### src/rtl/fetch_pkg.sv
// Shared types and helpers for the fetch front end: BTB entry layout and
// PC-to-index/tag extraction.
package fetch_pkg;

  localparam int INSN_BYTES = 4;

  // The tag field is sized for the smallest legal index width. Shorter tags
  // are zero-extended, so comparisons stay exact for any depth.
  typedef struct packed {
    logic        valid;
    logic [29:0] tag;
    logic [31:0] target;
  } btb_entry_t;

  function automatic logic [31:0] btb_idx(input logic [31:0] pc, input int idx_w);
    return (pc >> 2) & ((32'd1 << idx_w) - 32'd1);
  endfunction

  function automatic logic [29:0] btb_tag(input logic [31:0] pc, input int idx_w);
    return 30'(pc >> (idx_w + 2));
  endfunction

endpackage

### src/rtl/fetch_btb.sv
// Direct-mapped branch target buffer with a combinational read port and a
// synchronous write port. A read and a write in the same cycle return the old entry.
module fetch_btb
  import fetch_pkg::*;
#(
  parameter int ENTRIES = 16
) (
  input  logic        clk,
  input  logic        rst,
  input  logic [31:0] rd_pc,
  output logic        rd_hit,
  output logic [31:0] rd_target,
  input  logic        wr_en,
  input  logic [31:0] wr_pc,
  input  logic [31:0] wr_target
);

  localparam int IDX = $clog2(ENTRIES);

  btb_entry_t     mem [ENTRIES];
  btb_entry_t     rd_entry;
  logic [IDX-1:0] rd_idx;
  logic [IDX-1:0] wr_idx;

  assign rd_idx    = IDX'(btb_idx(rd_pc, IDX));
  assign wr_idx    = IDX'(btb_idx(wr_pc, IDX));
  assign rd_entry  = mem[rd_idx];
  assign rd_hit    = rd_entry.valid && (rd_entry.tag == btb_tag(rd_pc, IDX));
  assign rd_target = rd_entry.target;

  // Only the valid bits are cleared; stale tags and targets are never observed.
  always_ff @(posedge clk) begin
    if (rst) begin
      for (int i = 0; i < ENTRIES; i++) begin
        mem[i].valid <= 1'b0;
      end
    end else if (wr_en) begin
      mem[wr_idx] <= '{valid: 1'b1, tag: btb_tag(wr_pc, IDX), target: wr_target};
    end
  end

endmodule

### src/rtl/fetch_pc_gen.sv
// Two-stage next-PC generator: F0 issues the fetch address, F1 presents the
// packet to decode and turns a predicted-taken BTB hit into a redirect.
module fetch_pc_gen
  import fetch_pkg::*;
#(
  parameter logic [31:0] RESET_PC    = 32'h0000_0000,
  parameter int          BTB_ENTRIES = 16
) (
  input  logic        clk,
  input  logic        rst,
  output logic [31:0] fetch_pc,
  output logic        fetch_en,
  input  logic        predict_take,
  output logic        if_vld,
  input  logic        if_rdy,
  output logic [31:0] if_pc,
  output logic        if_pred_taken,
  output logic [31:0] if_pred_target,
  input  logic        ex_redirect,
  input  logic [31:0] ex_redirect_pc,
  input  logic        ex_btb_wr,
  input  logic [31:0] ex_pc,
  input  logic [31:0] ex_target
);

  // Handshake: decode takes the F1 packet on a cycle with if_vld && if_rdy.
  // if_vld drops in the same cycle as ex_redirect, so a flushed packet is never taken.
  logic [31:0] pc_f0;
  logic        f1_vld;
  logic [31:0] f1_pc;
  logic        f1_hit;
  logic [31:0] f1_tgt;
  logic        f1_pred_q;
  logic        f1_fresh;

  logic        btb_hit;
  logic [31:0] btb_tgt;
  logic        pred;
  logic        stall;
  logic        take;

  fetch_btb #(.ENTRIES(BTB_ENTRIES)) u_btb (
    .clk       (clk),
    .rst       (rst),
    .rd_pc     (pc_f0),
    .rd_hit    (btb_hit),
    .rd_target (btb_tgt),
    .wr_en     (ex_btb_wr),
    .wr_pc     (ex_pc),
    .wr_target (ex_target)
  );

  // The predictor tracks F0, so its answer for F1 is valid only on the first
  // F1 cycle. After that cycle the captured copy holds through stalls.
  assign pred  = f1_fresh ? predict_take : f1_pred_q;
  assign stall = f1_vld && !if_rdy;
  assign take  = f1_vld && if_rdy && pred && f1_hit;

  assign fetch_pc       = pc_f0;
  assign fetch_en       = !rst && (ex_redirect || !stall);
  assign if_vld         = !rst && f1_vld && !ex_redirect;
  assign if_pc          = f1_pc;
  assign if_pred_taken  = !rst && f1_vld && pred && f1_hit;
  assign if_pred_target = f1_tgt;

  always_ff @(posedge clk) begin
    if (rst) begin
      pc_f0     <= RESET_PC;
      f1_vld    <= 1'b0;
      f1_pc     <= '0;
      f1_hit    <= 1'b0;
      f1_tgt    <= '0;
      f1_pred_q <= 1'b0;
      f1_fresh  <= 1'b0;
    end else begin
      if (f1_fresh) begin
        f1_pred_q <= predict_take;
        f1_fresh  <= 1'b0;
      end
      if (ex_redirect) begin
        pc_f0  <= ex_redirect_pc;
        f1_vld <= 1'b0;
      end else if (stall) begin
        pc_f0  <= pc_f0;
        f1_vld <= f1_vld;
      end else if (take) begin
        pc_f0  <= f1_tgt;
        f1_vld <= 1'b0;
      end else begin
        pc_f0    <= pc_f0 + 32'(INSN_BYTES);
        f1_vld   <= 1'b1;
        f1_pc    <= pc_f0;
        f1_hit   <= btb_hit;
        f1_tgt   <= btb_tgt;
        f1_fresh <= 1'b1;
      end
    end
  end

endmodule

### config.mk
export PLATFORM = sky130hd
export DESIGN_NAME = fetch_pc_gen
export DESIGN_NICKNAME = d
export VERILOG_FILES = /design/src/rtl/fetch_pkg.sv /design/src/rtl/fetch_btb.sv /design/src/rtl/fetch_pc_gen.sv
export SDC_FILE = /design/constraint.sdc
export NUM_CORES = 1
export LEC_CHECK = 0
export ABC_AREA = 1
export CAP_MARGIN = 20
export CORE_MARGIN = 10
export CORE_UTILIZATION = 30
export CTS_CLUSTER_DIAMETER = 200
export CTS_CLUSTER_SIZE = 20
export DETAILED_ROUTE_END_ITERATION = 12
export GPL_TIMING_DRIVEN = 0
export PLACE_DENSITY = 0.46
export SLEW_MARGIN = 40
export SYNTH_ARGS = -nofsm -noshare
export SYNTH_HDL_FRONTEND = slang
export SYNTH_SLANG_ARGS = --single-unit
### constraint.sdc
create_clock -name clk -period 14.8 [get_ports clk]
set_input_delay 4.44 -clock clk [delete_from_list [all_inputs] [get_ports clk]]
set_output_delay 4.44 -clock clk [all_outputs]
set_load 0.03 [all_outputs]
# Yosys cells after proc, flatten, opt, wreduce, memory -nomap -nowiden
# Memory sizes are Yosys's and may differ from the RTL's. A register that Yosys moved wholly into a read port is not among the register bits.
# Cells that the tools add are included.
# totals
n_memories,1
regBits,100
output_inout_bits,99
word_cells,48
inputBits,102
ramBits,944
# classes
muxes,15
n_eq_ne,2
addsub,1
reduce_logical,19
bitwise_logic,3
# mem_list
name,words,word_bits,rd,rd_ports_with_merged_regs,wr,line,source
u_btb.mem,16,59,1,1,16,fetch_btb.sv:20,btb_entry_t mem [ENTRIES];
# ops
operator,n
$mux W32,3
$mux W59,1
$reduce_or A59 Y1,1
$add A32 B3 Y32 const B,1
$eq A30 B26 Y1,1
$mux W4,3
$logic_and A1 B1 Y1,10
$mux W1,7
$logic_not A1 Y1,4
$not A1 Y1,3
$reduce_and A3 Y1,1
$reduce_or A3 Y1,1
$mux W2,1
$ne A2 B2 Y1 const B,1
$reduce_or A2 Y1,1
$logic_or A1 B1 Y1,1

# Longest topological paths before layout
# Gate-level depths: netlist of run 1.
# logic_depth
ltp_word,8
depth_mapped,19
depth_no_buf,16

# Hierarchy
# From an unflattened synthesis of run 1, not the netlist that was laid out.
# hier_totals
hier_cells,3918
hier_area_um2,43520.5
# by_module_without_submodules
mod,n_inst,seq_area_each_um2,cells_each,area_per_inst_um2
fetch_btb,1,28187.0,3153,38410.6
fetch_pc_gen,1,2001.9,765,5109.9

# Least setup slack after synthesis of run 1
# No wires, ideal clock.
# synth_timing
path_type,input -> output
from,input port if_rdy
to,output port fetch_en
slack_ns,4.811
path_buffers,1
cell_stages,7
arrival_ns,5.549
cell_sequence,nor2_1 inv_1 nor2_1 clkinv_1 clkbuf_1 nand2_1 inv_1
# synth_via
elab_chain_len,5
# synth_lines
element,line,source
"start, declared",fetch_pc_gen.sv:15,"input logic if_rdy,"
$logic_not A1 Y1,fetch_pc_gen.sv:56,assign stall = f1_vld && !if_rdy;
$logic_and A1 B1 Y1,fetch_pc_gen.sv:56,
$logic_not A1 Y1,fetch_pc_gen.sv:60,assign fetch_en = !rst && (ex_redirect || !stall);
$logic_or A1 B1 Y1,fetch_pc_gen.sv:60,
$logic_and A1 B1 Y1,fetch_pc_gen.sv:60,
"end, declared",fetch_pc_gen.sv:12,"output logic fetch_en,"
# Every way passes these cells.

# Final worst setup path of run 1
# Same ends and word-level chain as after synthesis.

==> qor.csv, run 1 <==
metric,value,unit
mappedNetlistArea,42730,µm²
fp.coreArea,141600,µm²
grt_pass1_wl,239.3,mm
drive_above_1_share,6.822,%
crit_cells,9,
setup_ws,2702,ps
yosysUniqueCellTypes,32,
grt_max_degree,22,
cp_num_buf_inv,6,
cp_cell_sequence,"clkdlybuf4s50_1, nor2_1, inv_1, nor2_1, clkinv_1, clkbuf_1, nand2_1, inv_1, clkdlybuf4s50_1",
rows,138,
period_share,81.74,%
rsz0062_at_grt,no,
fill_cells,14080,
grt_pass1_vias,29350,
synthesis.nets,3919,
gp_congestion,0.8865,
setup.worst_path.start,if_rdy,
hold_viol,0,
setup_violations,0,
synth_top_cell_by_area,edfxtp_1,
ys.flop_type,edfxtp_1,
vias_per_cell,5.169,
utilization,35.93,%
drv_slew,0,
htreeDepth,2,
rr_endpoint,if_pred_target[15],
dp_hpwl,128.5,mm
detail_route.first_pass.iterations,6,
synth_edf_count,928,
place_area,49190,µm²
status,"complete, no violations",
clockRootBuffer,clkbuf_16,
setup.worst_path.class,in -> out,
die_h,397.4,µm
synthTopCellsByCount,"edfxtp_1 (928), nand2_1 (640), nor2_1 (513), o21ai_0 (454), inv_1 (264)",
synth_top_area_share,65.22,%
peakVddDrop,96.62,µV
seq_area_frac_synth,70.84,%
wl,175.9,mm
cts-hold-fix-buffers,0,
r2r_slack,11330,ps
fin_skew,32.57,ps
die-area,157900,µm²
clk-insertion-delay-late,730,ps
drc_errors,0,
drtIter0Drc,4006,
die_w,397.4,µm
post-place-ws,2775,ps
antenna_found_initial,18,
areaGrowthSynthToFinish,19.06,%
arrival,7660,ps
start_util,30.18,%
post-cts-setup-buffer-count,0,
fmaxAchievable,0.08266,GHz
required,10360,ps
power_density,116.6,nW/µm²
clk_pin_slew,90,ps
synth_seq_cells,1048,
hold_class,reg -> reg,
via_count,31530,
path_delay_family,buffers and inverters,
ios,201,
fin_area,50870,µm²
io_buffers,197,
cp-end-kind,output port,
overflow,0,
clock_sinks,1048,
syn_avg_cell_area,11.20,µm²
grt_usage,21.40,%
fin_setup_tns,0,ps
worst_path_max_delay_cell,clkdlybuf4s50_1,
fin_nets,4260,
yosysWarnings,0,
max_slew_margin,38.95,%
worst_pin_slew,915.8,ps
crit_path_max_fanout,10,
numCtsBuffers,58,
cts_resized,0,
multi_input_area,10490,µm²
regArea,30270,µm²
start_kind,input pin,
synth.most_common_cell,edfxtp_1,
fin_crit,12100,ps
critPathMaxStageDelay,630,ps
drv_cap,0,
syn_inst,3816,
crit_end,fetch_en,
synthArstFlopShare,0,%
detail-route-antenna-nets,0,
clockBufferDepth,3,
ys_top_cells_by_area,"edfxtp_1 (65%), dfxtp_1 (5.6%), nand2_1 (5.6%)",
p_leak,17.85,nW
post_drt_wl_per_cell,28.85,µm
rr_worst_depth,10,
cts_tree,done,
==> worst register-to-register path: cells and delay by family, from the launching register on <==
| kind | cells | cell delay, ps |
|---|---|---|
| AO/OA/AOI/OAI | 5 | 1130 |
| buffers and inverters | 5 | 1980 |
| flip-flops | 1 | 320 |
==> flip-flops by register name, indices dropped and copies added, names as in the netlist, named ones only <==
signal and count:
f1_vld 1, if_pc 32, f1_hit 1, f1_fresh 1, u_btb.mem 944, f1_pred_q 1
fetch_pc 32, if_pred_target 32
==> routing by layer <==
metal	vias to the layer above	routed length (µm)	track usage (%)
li1	14020	-	-
met1	15770	74530	29.28
met2	1486	80010	34.16
met3	238	15900	4.263
met4	14	5400	6.349
met5	-	88	0
==> how the worst min path moves through the flow <==
stage,slack (ps),endpoint,from,cells past startpoint
global route,490,u_btb.mem[2][58],u_btb.mem[2][58],2
finish,470,u_btb.mem[10][58],u_btb.mem[10][58],2
CTS,470,u_btb.mem[10][58],u_btb.mem[10][58],2
detailed placement,450,u_btb.mem[10][58],u_btb.mem[10][58],2
floorplan,420,u_btb.mem[0][58],u_btb.mem[0][58],2
global placement,440,u_btb.mem[12][58],u_btb.mem[12][58],2
==> cells by family (layout without fill, tap and decap cells) <==
| group | count (synthesis) | after routing | share of synthesized area, % |
|---|---|---|---|
| AOI/OAI and AO/OA | 807 | 807 | 10.34 |
| buffers and inverters | 508 | 899 | 4.949 |
| xor gates and xnor gates | 19 | 19 | 0.3894 |
| adders and majority gates | 1 | 1 | 0.02928 |
| and+or+nand+nor | 1433 | 1433 | 13.46 |
| other | 0 | 2 | 0 |
| DFF | 1048 | 1048 | 70.84 |
==> where the power goes <==
| group | internal, mW | total, mW | switching, mW | leakage (nW) |
|---|---|---|---|---|
| Sequential | 3.27 | 3.34 | 0.0672 | 9.35 |
| Combinational | 0.226 | 0.816 | 0.591 | 7.70 |
| Clock | 0.752 | 1.78 | 1.03 | 0.794 |
| Total | 4.25 | 5.93 | 1.69 | 17.9 |
==> cell type report <==
class	count	share of cell area, %
antenna	2	0.009838
buffer	238	2.226
clock buffer	106	3.207
clock inverter	4	0.09838
inverter	270	1.992
multi-input combinational	2260	20.61
sequential	1048	59.50
tap	1890	4.648
timing repair buffer	281	7.708
==> cell usage in the layout, fill, tap and decap left out, types with 120 or more instances in the layout <==
cell,instances
edfxtp_1,928
nand2_1,640
nor2_1,496
o21ai_0,454
inv_1,264
nand3_1,256
clkdlybuf4s50_1,197
clkbuf_1,168
o22ai_1,163
dfxtp_1,120
==> per-stage QoR <==
step / power (mW) / instances / hold slack (ps)
finish: 5.933 / 6099 / 473.8
detailed placement: 4.206 / 5987 / 450.2
CTS: 5.939 / 6097 / 473.6
global placement: 4.194 / 5903 / 437.6
global route: 6.098 / 6098 / 492.2
floorplan: 3.752 / 3816 / 423.1
No activity file was read; power rests on OpenSTA's default activity.
==> inputs of run 2 (changes only) <==
--- a/config.mk
+++ b/config.mk
@@ -13,7 +13,7 @@
 export CTS_CLUSTER_SIZE = 20
 export DETAILED_ROUTE_END_ITERATION = 12
 export GPL_TIMING_DRIVEN = 0
-export PLACE_DENSITY = 0.46
+export PLACE_DENSITY = 0.48
 export SLEW_MARGIN = 40
 export SYNTH_ARGS = -nofsm -noshare
 export SYNTH_HDL_FRONTEND = slang
==> constraint.sdc (replaced) <==
create_clock -name clk -period 10.5 [get_ports clk]
set_input_delay 3.15 -clock clk [delete_from_list [all_inputs] [get_ports clk]]
set_output_delay 3.15 -clock clk [all_outputs]
set_load 0.03 [all_outputs]
==> run 2 against run 1 <==
Compared with the run above:
- non-clock buffer count unchanged
- die area is the same
- combinational power grew 40%
- routed wire length decreased by 1.3%
- clock power increased by 40%
- sequential power rose by 41%
- via count is 0.56% higher
- total power up 40%
- flip-flop and latch count stayed put
- global-route usage decreased by 0.28 points
- worst hold slack worse by 11 ps
- critical path depth did not move
- critical path type unchanged
- critical endpoint unchanged
- highest routed layer unchanged
==> qor.csv, run 2 (synthesis results as in run 1) <==
metric,value,unit,change
status,"complete, no violations",,
clk_pin_slew,90,ps,about the same
largest_reg_flops,944,,unchanged
power_density,164.0,nW/µm²,+41%
worst_path_max_delay_cell,clkdlybuf4s50_1,,
io_buffers,197,,unchanged
detail_route.first_pass.iterations,6,,unchanged
regMostFlops,u_btb.mem,,
setup_violations,0,,unchanged
p_leak,17.83,nW,-0.13%
fmaxAchievable,0.1054,GHz,
pwr-share-clk,29.9,%,about the same
areaGrowthSynthToFinish,18.92,%,
crit_path_max_fanout,10,,unchanged
peakVddDrop,147.5,µV,+53%
clk-insertion-delay-late,720,ps,about the same
grt_pass1_wl,237.3,mm,-0.84%
grt_max_degree,22,,unchanged
worst_pin_slew,914.2,ps,-1.620 ps
setup.worst_path.start,if_rdy,,
start_kind,input pin,,
setup.worst_path.class,in -> out,,
gp_congestion,0.9082,,+2.4%
holdWs,462.8,ps,-11.05 ps
post_drt_wl_per_cell,28.47,µm,-1.3%
die-area,157900,µm²,unchanged
clockRootBuffer,clkbuf_16,,
numCtsBuffers,58,,unchanged
clockBufferDepth,3,,unchanged
drc_errors,0,,unchanged
drv_cap,0,,unchanged
grt_pass1_vias,29390,,+0.12%
period_share,90.34,%,
antenna_found_initial,20,,+2
max_slew_margin,39.05,%,+0.11 points
worstHoldStart,u_btb.mem[8][58],,
layout_common_cells,"edfxtp_1 (928), nand2_1 (640), nor2_1 (497), o21ai_0 (454), inv_1 (264)",,
arrival,6340,ps,-1320 ps
start_util,30.18,%,unchanged
cts_resized,0,,unchanged
cp-end-kind,output port,,
critPathMaxStageDelay,610,ps,-20 ps
rows,138,,unchanged
drtIter0Drc,3917,,-2.2%
hold_class,reg -> reg,,
die_w,397.4,µm,unchanged
netSwitchingFraction,28.07,%,-0.37 points
rsz0062_at_grt,no,,
overflow,0,,unchanged
post-place-ws,1100,ps,-1674 ps
detail-route-antenna-nets,0,,unchanged
drive_above_1_share,6.752,%,-0.070 points
power,8.332,mW,+40%
required,7350,ps,-3010 ps
cts_tree,done,,
clock_sinks,1048,,unchanged
fp.coreArea,141600,µm²,unchanged
cp_cell_sequence,"clkdlybuf4s50_1, nor2_1, inv_1, nor2_1, clkinv_1, clkbuf_1, nand2_1, inv_1, clkdlybuf4s50_1",,
drv_slew,0,,unchanged
comb_power_share,13.7,%,about the same
htreeDepth,2,,unchanged
die_h,397.4,µm,unchanged
fin_nets,4260,,unchanged
power_frac_seq,56.4,%,+0.2 points
final_common_cell,edfxtp_1,,
internal_power,5.994,mW,+41%
fill_cells,14100,,+0.14%
grt_usage,21.12,%,-0.28 points
dp_hpwl,126.6,mm,-1.5%
setup_ws,1015,ps,-1688 ps
vias_per_cell,5.199,,+0.56%
fin_skew,42.06,ps,+9.494 ps
p_switching,2.339,mW,+39%
cts-hold-fix-buffers,0,,unchanged
ios,201,,unchanged
utilization,35.89,%,-0.041 points
fin_crit,9485,ps,
via_count,31710,,+0.56%
hold_viol,0,,unchanged
post-cts-setup-buffer-count,0,,unchanged
wl,173.6,mm,-1.3%
[run 2: cell types whose count changed in the layout (fill, tap and decap cells not counted), moves of 2 or more]
cell,previous run,this run
buf_16,55,50
clkbuf_2,17,15
buf_8,29,34
clkbuf_1,168,171
[run 2: worst paths after layout]
check / cells past startpoint / end / slack [ps]
setup / recovery: 9 / fetch_en / 1010
hold reg to reg: 2 / u_btb.mem[8][58] / 460
setup reg to reg: 10 / if_pred_target[15] / 7080
hold / removal: 2 / u_btb.mem[8][58] / 460
[run 2: layer usage]
layer | wire length, µm | GRT usage [%]
met1 | 72210 | 29.12
met2 | 79730 | 33.91
met4 | 4464 | 5.255
met5 | 227 | 0
met3 | 16980 | 4.222
[run 2: critical path: cells and delay by family]
family	cells	cell delay, ps
buffers and inverters	6	2220
and+or+nand+nor	3	940
[run 2: area by class of cell]
type / instances / area (µm²) / share of cell area (%)
repair buffers: 281 / 3859 / 7.593
clock buffers: 107 / 1657 / 3.260
clock inverters: 2 / 25.02 / 0.04924
diodes: 3 / 7.507 / 0.01477
inverters: 270 / 1013 / 1.994
plain buffers: 238 / 1130 / 2.223
multi-input cells: 2260 / 10490 / 20.65
well taps: 1890 / 2365 / 4.654
flip-flops and latches: 1048 / 30270 / 59.57
[run 2: stage by stage]
step	instances	area (µm²)	TNS [ps]
2_1_floorplan	3816	42730	0
3_3_place_gp	5903	47070	-516580
3_5_place_dp	5987	49120	0
4_1_cts	6096	50810	0
5_1_grt	6096	50810	0
6_report	6099	50820	0
[run 2: power groups by stage]
stage	sequential (mW)	combinational [mW]	clock (mW)
finish	4.70	1.14	2.49
global route	4.70	1.21	2.65
CTS	4.69	1.13	2.50
detailed placement	4.79	1.13	0
global placement	4.79	1.10	0
floorplan	4.80	0.488	0
